$ cat config.mk
export PLATFORM = sky130hd
export DESIGN_NAME = fnd_scan_ctrl_flat
export DESIGN_NICKNAME = d
export VERILOG_FILES = /design/src/rtl/fnd_pkg.sv /design/src/rtl/fnd_scan_ctrl_if.sv /design/src/rtl/bin2bcd_seq.sv /design/src/rtl/fnd_scan_ctrl.sv /design/src/flat_wrapper.sv
export SDC_FILE = /design/constraint.sdc
export NUM_CORES = 1
export LEC_CHECK = 0
export BUFFER_PORTS_ARGS = -buffer_cell sky130_fd_sc_hd__buf_2
export CORE_ASPECT_RATIO = 1.5
export CORE_MARGIN = 5
export CORE_UTILIZATION = 30
export DETAILED_ROUTE_END_ITERATION = 16
export SLEW_MARGIN = 0
export SYNTH_ARGS = -nofsm -noshare
export SYNTH_HDL_FRONTEND = slang
export SYNTH_SLANG_ARGS = --single-unit
$ cat constraint.sdc
create_clock -name clk -period 7.95 [get_ports clk]
set_input_delay 0.3975 -clock clk [delete_from_list [all_inputs] [get_ports clk]]
set_output_delay 0.3975 -clock clk [all_outputs]
set_load 0.1 [all_outputs]
$ cat src/rtl/fnd_pkg.sv
// Shared constants for the 4-digit seven-segment scan controller:
// segment codes, conversion FSM states and datapath widths.
package fnd_pkg;

  localparam int BIN_W = 14;
  localparam int BCD_W = 16;
  localparam int NDIG  = 4;

  localparam logic [BIN_W-1:0] MAX_DISP = 14'd9999;

  // Active-low segment codes, bit0..6 = a..g, bit7 = dp (always off here).
  localparam logic [9:0][7:0] SEG_DIGITS = {
    8'h90, 8'h80, 8'hF8, 8'h82, 8'h92,
    8'h99, 8'hB0, 8'hA4, 8'hF9, 8'hC0
  };
  localparam logic [7:0] SEG_BLANK = 8'hFF;
  localparam logic [7:0] SEG_DASH  = 8'hBF;

  typedef enum logic [1:0] {
    ST_IDLE,
    ST_SHIFT,
    ST_DONE
  } conv_state_e;

  function automatic logic [7:0] seg_code(input logic [3:0] d);
    if (d <= 4'd9) return SEG_DIGITS[d];
    return SEG_BLANK;
  endfunction

endpackage

$ cat src/rtl/fnd_scan_ctrl_if.sv
// Host-side signal bundle of the display controller: load handshake,
// display options and the multiplexed segment/common outputs.
interface fnd_scan_ctrl_if;
  import fnd_pkg::*;

  logic             load;
  logic [BIN_W-1:0] value;
  logic [NDIG-1:0]  dp_en;
  logic             lzb_en;
  logic             blink_en;
  logic             busy;
  logic [7:0]       fnd_data;
  logic [NDIG-1:0]  fnd_com;

  modport master (
    output load, value, dp_en, lzb_en, blink_en,
    input  busy, fnd_data, fnd_com
  );

  modport slave (
    input  load, value, dp_en, lzb_en, blink_en,
    output busy, fnd_data, fnd_com
  );

endinterface

$ cat src/rtl/bin2bcd_seq.sv
// Sequential shift-add-3 binary to BCD converter: one bit per cycle,
// BIN_W shift cycles followed by a single done cycle.
module bin2bcd_seq
  import fnd_pkg::*;
(
  input  logic             clk,
  input  logic             reset,
  input  logic             start,
  input  logic [BIN_W-1:0] bin_in,
  output logic             busy,
  output logic             done,
  output logic [BCD_W-1:0] bcd_out
);

  conv_state_e      state_q, state_d;
  logic [BIN_W-1:0] bin_q, bin_d;
  logic [BCD_W-1:0] bcd_q, bcd_d;
  logic [3:0]       cnt_q, cnt_d;
  logic             busy_q;
  logic [BCD_W-1:0] bcd_adj;

  // Add 3 to every nibble that is 5 or more before it is doubled.
  for (genvar gi = 0; gi < NDIG; gi++) begin : g_adj
    assign bcd_adj[4*gi +: 4] = (bcd_q[4*gi +: 4] >= 4'd5) ?
                                bcd_q[4*gi +: 4] + 4'd3 : bcd_q[4*gi +: 4];
  end

  always_comb begin
    state_d = state_q;
    bin_d   = bin_q;
    bcd_d   = bcd_q;
    cnt_d   = cnt_q;
    done    = 1'b0;
    unique case (state_q)
      ST_IDLE: begin
        if (start) begin
          bin_d   = bin_in;
          bcd_d   = '0;
          cnt_d   = '0;
          state_d = ST_SHIFT;
        end
      end
      ST_SHIFT: begin
        bcd_d = {bcd_adj[BCD_W-2:0], bin_q[BIN_W-1]};
        bin_d = {bin_q[BIN_W-2:0], 1'b0};
        cnt_d = cnt_q + 4'd1;
        if (cnt_q == 4'(BIN_W - 1)) state_d = ST_DONE;
      end
      ST_DONE: begin
        done    = 1'b1;
        state_d = ST_IDLE;
      end
      default: state_d = ST_IDLE;
    endcase
  end

  // busy lags the state by one cycle so it covers the SHIFT and DONE cycles.
  always_ff @(posedge clk or negedge reset) begin
    if (!reset) begin
      state_q <= ST_IDLE;
      bin_q   <= '0;
      bcd_q   <= '0;
      cnt_q   <= '0;
      busy_q  <= 1'b0;
    end else begin
      state_q <= state_d;
      bin_q   <= bin_d;
      bcd_q   <= bcd_d;
      cnt_q   <= cnt_d;
      busy_q  <= (state_q != ST_IDLE);
    end
  end

  assign busy    = busy_q;
  assign bcd_out = bcd_q;

endmodule

$ cat src/rtl/fnd_scan_ctrl.sv
// Four-digit multiplexed seven-segment driver: converts a loaded binary
// value to BCD, then scans the digits with blanking, decimal points and blink.
module fnd_scan_ctrl
  import fnd_pkg::*;
#(
  parameter int SCAN_DIV  = 100_000,
  parameter int BLINK_DIV = 50_000_000
) (
  input  logic           clk,
  input  logic           reset,
  fnd_scan_ctrl_if.slave bus
);

  localparam int SCAN_W  = (SCAN_DIV  > 1) ? $clog2(SCAN_DIV)  : 1;
  localparam int BLINK_W = (BLINK_DIV > 1) ? $clog2(BLINK_DIV) : 1;

  logic             conv_start, conv_busy, conv_done;
  logic [BCD_W-1:0] conv_bcd;

  logic [BCD_W-1:0]   digits_q, digits_d;
  logic               ovf_q, ovf_d;
  logic               ovf_pend_q, ovf_pend_d;
  logic [SCAN_W-1:0]  scan_cnt_q, scan_cnt_d;
  logic [1:0]         idx_q, idx_d;
  logic [BLINK_W-1:0] blink_cnt_q, blink_cnt_d;
  logic               phase_off_q, phase_off_d;
  logic [7:0]         fnd_data_q, fnd_data_d;
  logic [NDIG-1:0]    fnd_com_q, fnd_com_d;
  logic [7:0]         seg_w [NDIG];

  assign conv_start = bus.load && !conv_busy;

  bin2bcd_seq u_bin2bcd (
    .clk     (clk),
    .reset   (reset),
    .start   (conv_start),
    .bin_in  (bus.value),
    .busy    (conv_busy),
    .done    (conv_done),
    .bcd_out (conv_bcd)
  );

  always_comb begin
    ovf_pend_d = ovf_pend_q;
    digits_d   = digits_q;
    ovf_d      = ovf_q;
    if (conv_start) ovf_pend_d = (bus.value > MAX_DISP);
    // Display registers only move when a conversion has fully completed.
    if (conv_done) begin
      digits_d = conv_bcd;
      ovf_d    = ovf_pend_q;
    end
  end

  always_comb begin
    scan_cnt_d = scan_cnt_q + SCAN_W'(1);
    idx_d      = idx_q;
    if (scan_cnt_q == SCAN_W'(SCAN_DIV - 1)) begin
      scan_cnt_d = '0;
      idx_d      = idx_q + 2'd1;
    end
  end

  always_comb begin
    blink_cnt_d = blink_cnt_q + BLINK_W'(1);
    phase_off_d = phase_off_q;
    if (!bus.blink_en) begin
      blink_cnt_d = '0;
      phase_off_d = 1'b0;
    end else if (blink_cnt_q == BLINK_W'(BLINK_DIV - 1)) begin
      blink_cnt_d = '0;
      phase_off_d = !phase_off_q;
    end
  end

  // Per-digit segment pattern; seg codes carry dp=1, so the mask clears it.
  for (genvar gi = 0; gi < NDIG; gi++) begin : g_seg
    logic       blank;
    logic [7:0] dp_mask;
    if (gi == 0) begin : g_ones
      assign blank = 1'b0;
    end else begin : g_upper
      assign blank = bus.lzb_en && (digits_d[BCD_W-1:4*gi] == '0);
    end
    assign dp_mask   = {~bus.dp_en[gi], 7'h7F};
    assign seg_w[gi] = ovf_d ? SEG_DASH :
                       ((blank ? SEG_BLANK : seg_code(digits_d[4*gi +: 4])) & dp_mask);
  end

  // Outputs are built from next-state values so data and common stay aligned.
  always_comb begin
    fnd_data_d = seg_w[idx_d];
    fnd_com_d  = ~(4'b0001 << idx_d);
    if (bus.blink_en && phase_off_d) fnd_com_d = 4'hF;
  end

  always_ff @(posedge clk or negedge reset) begin
    if (!reset) begin
      digits_q    <= '0;
      ovf_q       <= 1'b0;
      ovf_pend_q  <= 1'b0;
      scan_cnt_q  <= '0;
      idx_q       <= '0;
      blink_cnt_q <= '0;
      phase_off_q <= 1'b0;
      fnd_data_q  <= SEG_BLANK;
      fnd_com_q   <= '1;
    end else begin
      digits_q    <= digits_d;
      ovf_q       <= ovf_d;
      ovf_pend_q  <= ovf_pend_d;
      scan_cnt_q  <= scan_cnt_d;
      idx_q       <= idx_d;
      blink_cnt_q <= blink_cnt_d;
      phase_off_q <= phase_off_d;
      fnd_data_q  <= fnd_data_d;
      fnd_com_q   <= fnd_com_d;
    end
  end

  assign bus.busy     = conv_busy;
  assign bus.fnd_data = fnd_data_q;
  assign bus.fnd_com  = fnd_com_q;

endmodule

$ cat src/flat_wrapper.sv
// flat-port wrapper written by rule: the top's interface ports become plain ports
module fnd_scan_ctrl_flat import fnd_pkg::*;
#(
  parameter int SCAN_DIV  = 100_000,
  parameter int BLINK_DIV = 50_000_000
)
  (clk, reset, bus_load, bus_value, bus_dp_en, bus_lzb_en, bus_blink_en, bus_busy, bus_fnd_data, bus_fnd_com);
  fnd_scan_ctrl_if bus_i ();
  input  logic clk;
  input  logic reset;
  input wire logic [$bits(bus_i.load)-1:0] bus_load;
  input wire logic [$bits(bus_i.value)-1:0] bus_value;
  input wire logic [$bits(bus_i.dp_en)-1:0] bus_dp_en;
  input wire logic [$bits(bus_i.lzb_en)-1:0] bus_lzb_en;
  input wire logic [$bits(bus_i.blink_en)-1:0] bus_blink_en;
  output wire logic [$bits(bus_i.busy)-1:0] bus_busy;
  output wire logic [$bits(bus_i.fnd_data)-1:0] bus_fnd_data;
  output wire logic [$bits(bus_i.fnd_com)-1:0] bus_fnd_com;
  assign bus_i.load = bus_load;
  assign bus_i.value = bus_value;
  assign bus_i.dp_en = bus_dp_en;
  assign bus_i.lzb_en = bus_lzb_en;
  assign bus_i.blink_en = bus_blink_en;
  assign bus_busy = bus_i.busy;
  assign bus_fnd_data = bus_i.fnd_data;
  assign bus_fnd_com = bus_i.fnd_com;
  fnd_scan_ctrl #(.SCAN_DIV(SCAN_DIV), .BLINK_DIV(BLINK_DIV)) u_core (.clk(clk), .reset(reset), .bus(bus_i));
endmodule
==> run metrics <==
status=complete, no violations; Antenna Cells=0; global-route usage over all layers=0.128; number of sinks on the clock net=113; area added between synthesis and finish=16.9%; port bufs=35; number of cells on the worst reg-to-reg path=10; maxcap violations=0; first-pass GRT wire length=24.5 mm; Highest Clock Rate=~320 MHz; highest fanout seen on the critical path=16; Detailed Route WL=14.4 mm; Overflow after GRT=0; RSZ-0062 raised after global routing=no; number of buffers inserted by post-CTS setup repair=0; Pint=0.00163 W; buffer levels on the longest clock path=2; normalized max-slew margin=0.351; DIE HEIGHT=186 µm; Worst Setup Start Kind=flip-flop; Die Span X=128 µm; number of flops mapped to enable cells by yosys=0; vias in the first global route=~5000; clock tree skew after final layout=0.00962 ns; Iteration-0 DRC Markers=319; Total Power=0.00268 W; Synthesized Nets=between 600 and 700; Min-Delay Path Class=primary input to async pin; number of different library cells in the post-synthesis netlist=a little under 80; count of nets left with antenna violations after detail routing=0; count of vias placed by the detailed router=4927; ratio of cells with drive above 1 in the final layout=0.147; area used by multi-input combinational logic=3120 µm²; final-report max-slew violation count=0; Inserted Clock Buffers=17; H-Tree Level Count=4; hold buffer count at CTS=0; share of total power in the clock network=0.302; final number of setup-violating endpoints=0; routability congestion estimate from global placement=0.907; proportion of total power due to net switching=0.393; Post-Synthesis Mean Instance Area=around 9.5 µm²; initial antenna violation count=1; most frequently used flop master after synthesis=sky130_fd_sc_hd__dfrtp_1; setup TNS=0 ns; Pleak=roughly 3.2 nW; post-CTS resize count=0; async set-or-reset flop fraction in the synthesized netlist=1.00; register share of total power=0.316; post-detail-place hpwl=10.4 mm; area of the mapped netlist=6210 µm²; fin crit share=0.394; clock-pin transition on the worst setup and hold timing paths=roughly 0.050 ns; part of the Yosys area used for sequential elements=0.457; required time reported for the critical path endpoint=8.25 ns; Final Hold Viols=0; count of TritonRoute iterations in the first routing pass=4; FILL cells=approximately 2100; final routed wire length divided by cell count=15.0 µm; endpoint arrival time on the critical path=approximately 3.4 ns; maximum number of pins on one net before global-route repair=between 50 and 60; clock network latency to the later pin of the worst-skew pair=roughly 0.42 ns; shortest clock period the worst path allows after layout=3.13 ns; Starting Density=0.304; Ys Warns=0; type of the worst setup path=flip-flop to flip-flop; synthesized instance count=652; Crit. End Element=flip-flop; total area of sequential cells=between 2000 and 3000 µm²; Final #Nets=~730; worst-margin pin slew=0.973 ns; combinational power share=0.382; Core Area=20400 µm²; Power Density=369 nW/µm²; Switch Pwr=0.00105 W; total of flip-flops plus latches after synthesis=around 110; routed via count divided by cell count=5.11; buffer cell driving the clock tree root=sky130_fd_sc_hd__clkbuf_16; DRC viols=0; CTS tree=done; die area=23800 µm²; number of top-level pins=36; worst supply voltage drop on vdd=0.173 mV; row cnt=64
[kinds of logic (layout without fill, tap and decap cells)]
logic type | Yosys count | in the layout | synth area share
simple gates | 250 | 250 | 0.205
compound gates | 147 | 147 | 0.159
flops | 113 | 113 | 0.457
buf+inv | 57 | 106 | 0.0401
xor+xnor | 46 | 46 | 0.0660
mux | 22 | 22 | 0.0383
fa+ha+maj | 17 | 17 | 0.0342
[sequential cells by signal, summed over array words and instances, names as in the netlist]
name                      count
u_core.u_bin2bcd.state_q      2
u_core.bus.fnd_com            4
u_core.digits_q              16
u_core.u_bin2bcd.bin_q       14
u_core.bus.fnd_data           8
u_core.u_bin2bcd.cnt_q        4
u_core.u_bin2bcd.bcd_out     16
u_core.ovf_pend_q             1
u_core.u_bin2bcd.busy         1
u_core.scan_cnt_q            17
u_core.phase_off_q            1
u_core.idx_q                  2
u_core.blink_cnt_q           26
u_core.ovf_q                  1
[worst paths after layout]
check                                       startpoint                    endpoint  slack [ns]
max                        u_core.u_bin2bcd.state_q[0]      u_core.bus.fnd_data[1]        4.82
min                                              reset        u_core.scan_cnt_q[2]        0.03
max reg2reg                u_core.u_bin2bcd.state_q[0]      u_core.bus.fnd_data[1]        4.82
min reg2reg                       u_core.scan_cnt_q[0]        u_core.scan_cnt_q[0]        0.48
max in group asynchronous                        reset  u_core.u_bin2bcd.bin_q[12]        6.68
min in group clk                          bus_value[0]   u_core.u_bin2bcd.bin_q[0]        0.20
[cell usage in the layout (no fill, tap or decap), drive strengths merged, types with 22 or more instances in the layout]
cell type,instances
buf,40
a21oi,31
o21ai,35
clkbuf,23
nand3,30
xnor2,24
xor2,22
nor2,86
inv,33
nand2,44
dfrtp,101
[layer usage]
metal	vias to the layer above	track usage	routed length, µm
li1	2424	-	-
met3	38	0.0331	600
met4	2	0.0648	504
met1	2356	0.153	6270
met2	107	0.213	7040
met5	-	0	20
[power groups by stage]
stage | Combinational (W) | Sequential [W] | Clock [W]
2_1_floorplan | 0.000710 | 0.000938 | 0
3_3_place_gp | 0.00103 | 0.000853 | 0
3_5_place_dp | 0.00102 | 0.000855 | 0
4_1_cts | 0.00103 | 0.000846 | 0.000827
5_1_grt | 0.00114 | 0.000869 | 0.000853
6_report | 0.00102 | 0.000847 | 0.000810
[synthesized netlist by cell type (6+ instances only)]
library cell / n / area, µm²
sky130_fd_sc_hd__mux2i_1: 16 / 160
sky130_fd_sc_hd__dfstp_2: 12 / 315
sky130_fd_sc_hd__o21ai_0: 33 / 165
sky130_fd_sc_hd__nor3_1: 12 / 60.1
sky130_fd_sc_hd__xnor2_1: 23 / 201
sky130_fd_sc_hd__dfrtp_1: 101 / 2530
sky130_fd_sc_hd__o22ai_1: 19 / 119
sky130_fd_sc_hd__nand2_1: 44 / 165
sky130_fd_sc_hd__nand3_1: 30 / 150
sky130_fd_sc_hd__nand4_1: 10 / 62.6
sky130_fd_sc_hd__nor4_1: 7 / 43.8
sky130_fd_sc_hd__a211oi_1: 6 / 45.0
sky130_fd_sc_hd__nor2_1: 86 / 323
sky130_fd_sc_hd__nand2b_1: 13 / 81.3
sky130_fd_sc_hd__a21oi_1: 30 / 150
sky130_fd_sc_hd__xor2_1: 22 / 193
sky130_fd_sc_hd__inv_1: 30 / 113
sky130_fd_sc_hd__clkbuf_1: 15 / 56.3
sky130_fd_sc_hd__o31ai_1: 7 / 52.6
sky130_fd_sc_hd__ha_1: 17 / 213
sky130_fd_sc_hd__and3_1: 8 / 50.1
sky130_fd_sc_hd__or3_1: 7 / 43.8
[critical path: stages (launching register included)]
cell,delay (ns)
sky130_fd_sc_hd__dfrtp_1,0.52
sky130_fd_sc_hd__nand2b_1,0.15
sky130_fd_sc_hd__buf_4,0.27
sky130_fd_sc_hd__mux2i_1,0.43
sky130_fd_sc_hd__ha_1,0.34
sky130_fd_sc_hd__nor2_1,0.08
sky130_fd_sc_hd__a211oi_1,0.30
sky130_fd_sc_hd__nor2_1,0.11
sky130_fd_sc_hd__o22ai_1,0.19
sky130_fd_sc_hd__nor4b_1,0.45
sky130_fd_sc_hd__o211ai_1,0.17
[per-stage QoR]
step	worst slack [ns]	cells	utilization	hold WS (ns)	area [µm²]
after floorplan	5.33	652	-	0.102	6210
after global placement	4.74	933	0.325	0.468	6640
after detailed placement	4.76	933	0.325	0.472	6640
after CTS	4.75	965	0.356	0.0539	7260
after global routing	4.56	965	0.356	0.0838	7260
final	4.82	965	0.356	0.0286	7260
[final cells by class]
class                      count  share of cell area
multi-input combinational    482               0.430
sequential                   113               0.391
clock buffer                  23              0.0644
tap                          264              0.0455
timing repair buffer          40              0.0296
clock inverter                 9              0.0214
inverter                      34              0.0176
Power figures use the tool's default switching activity.
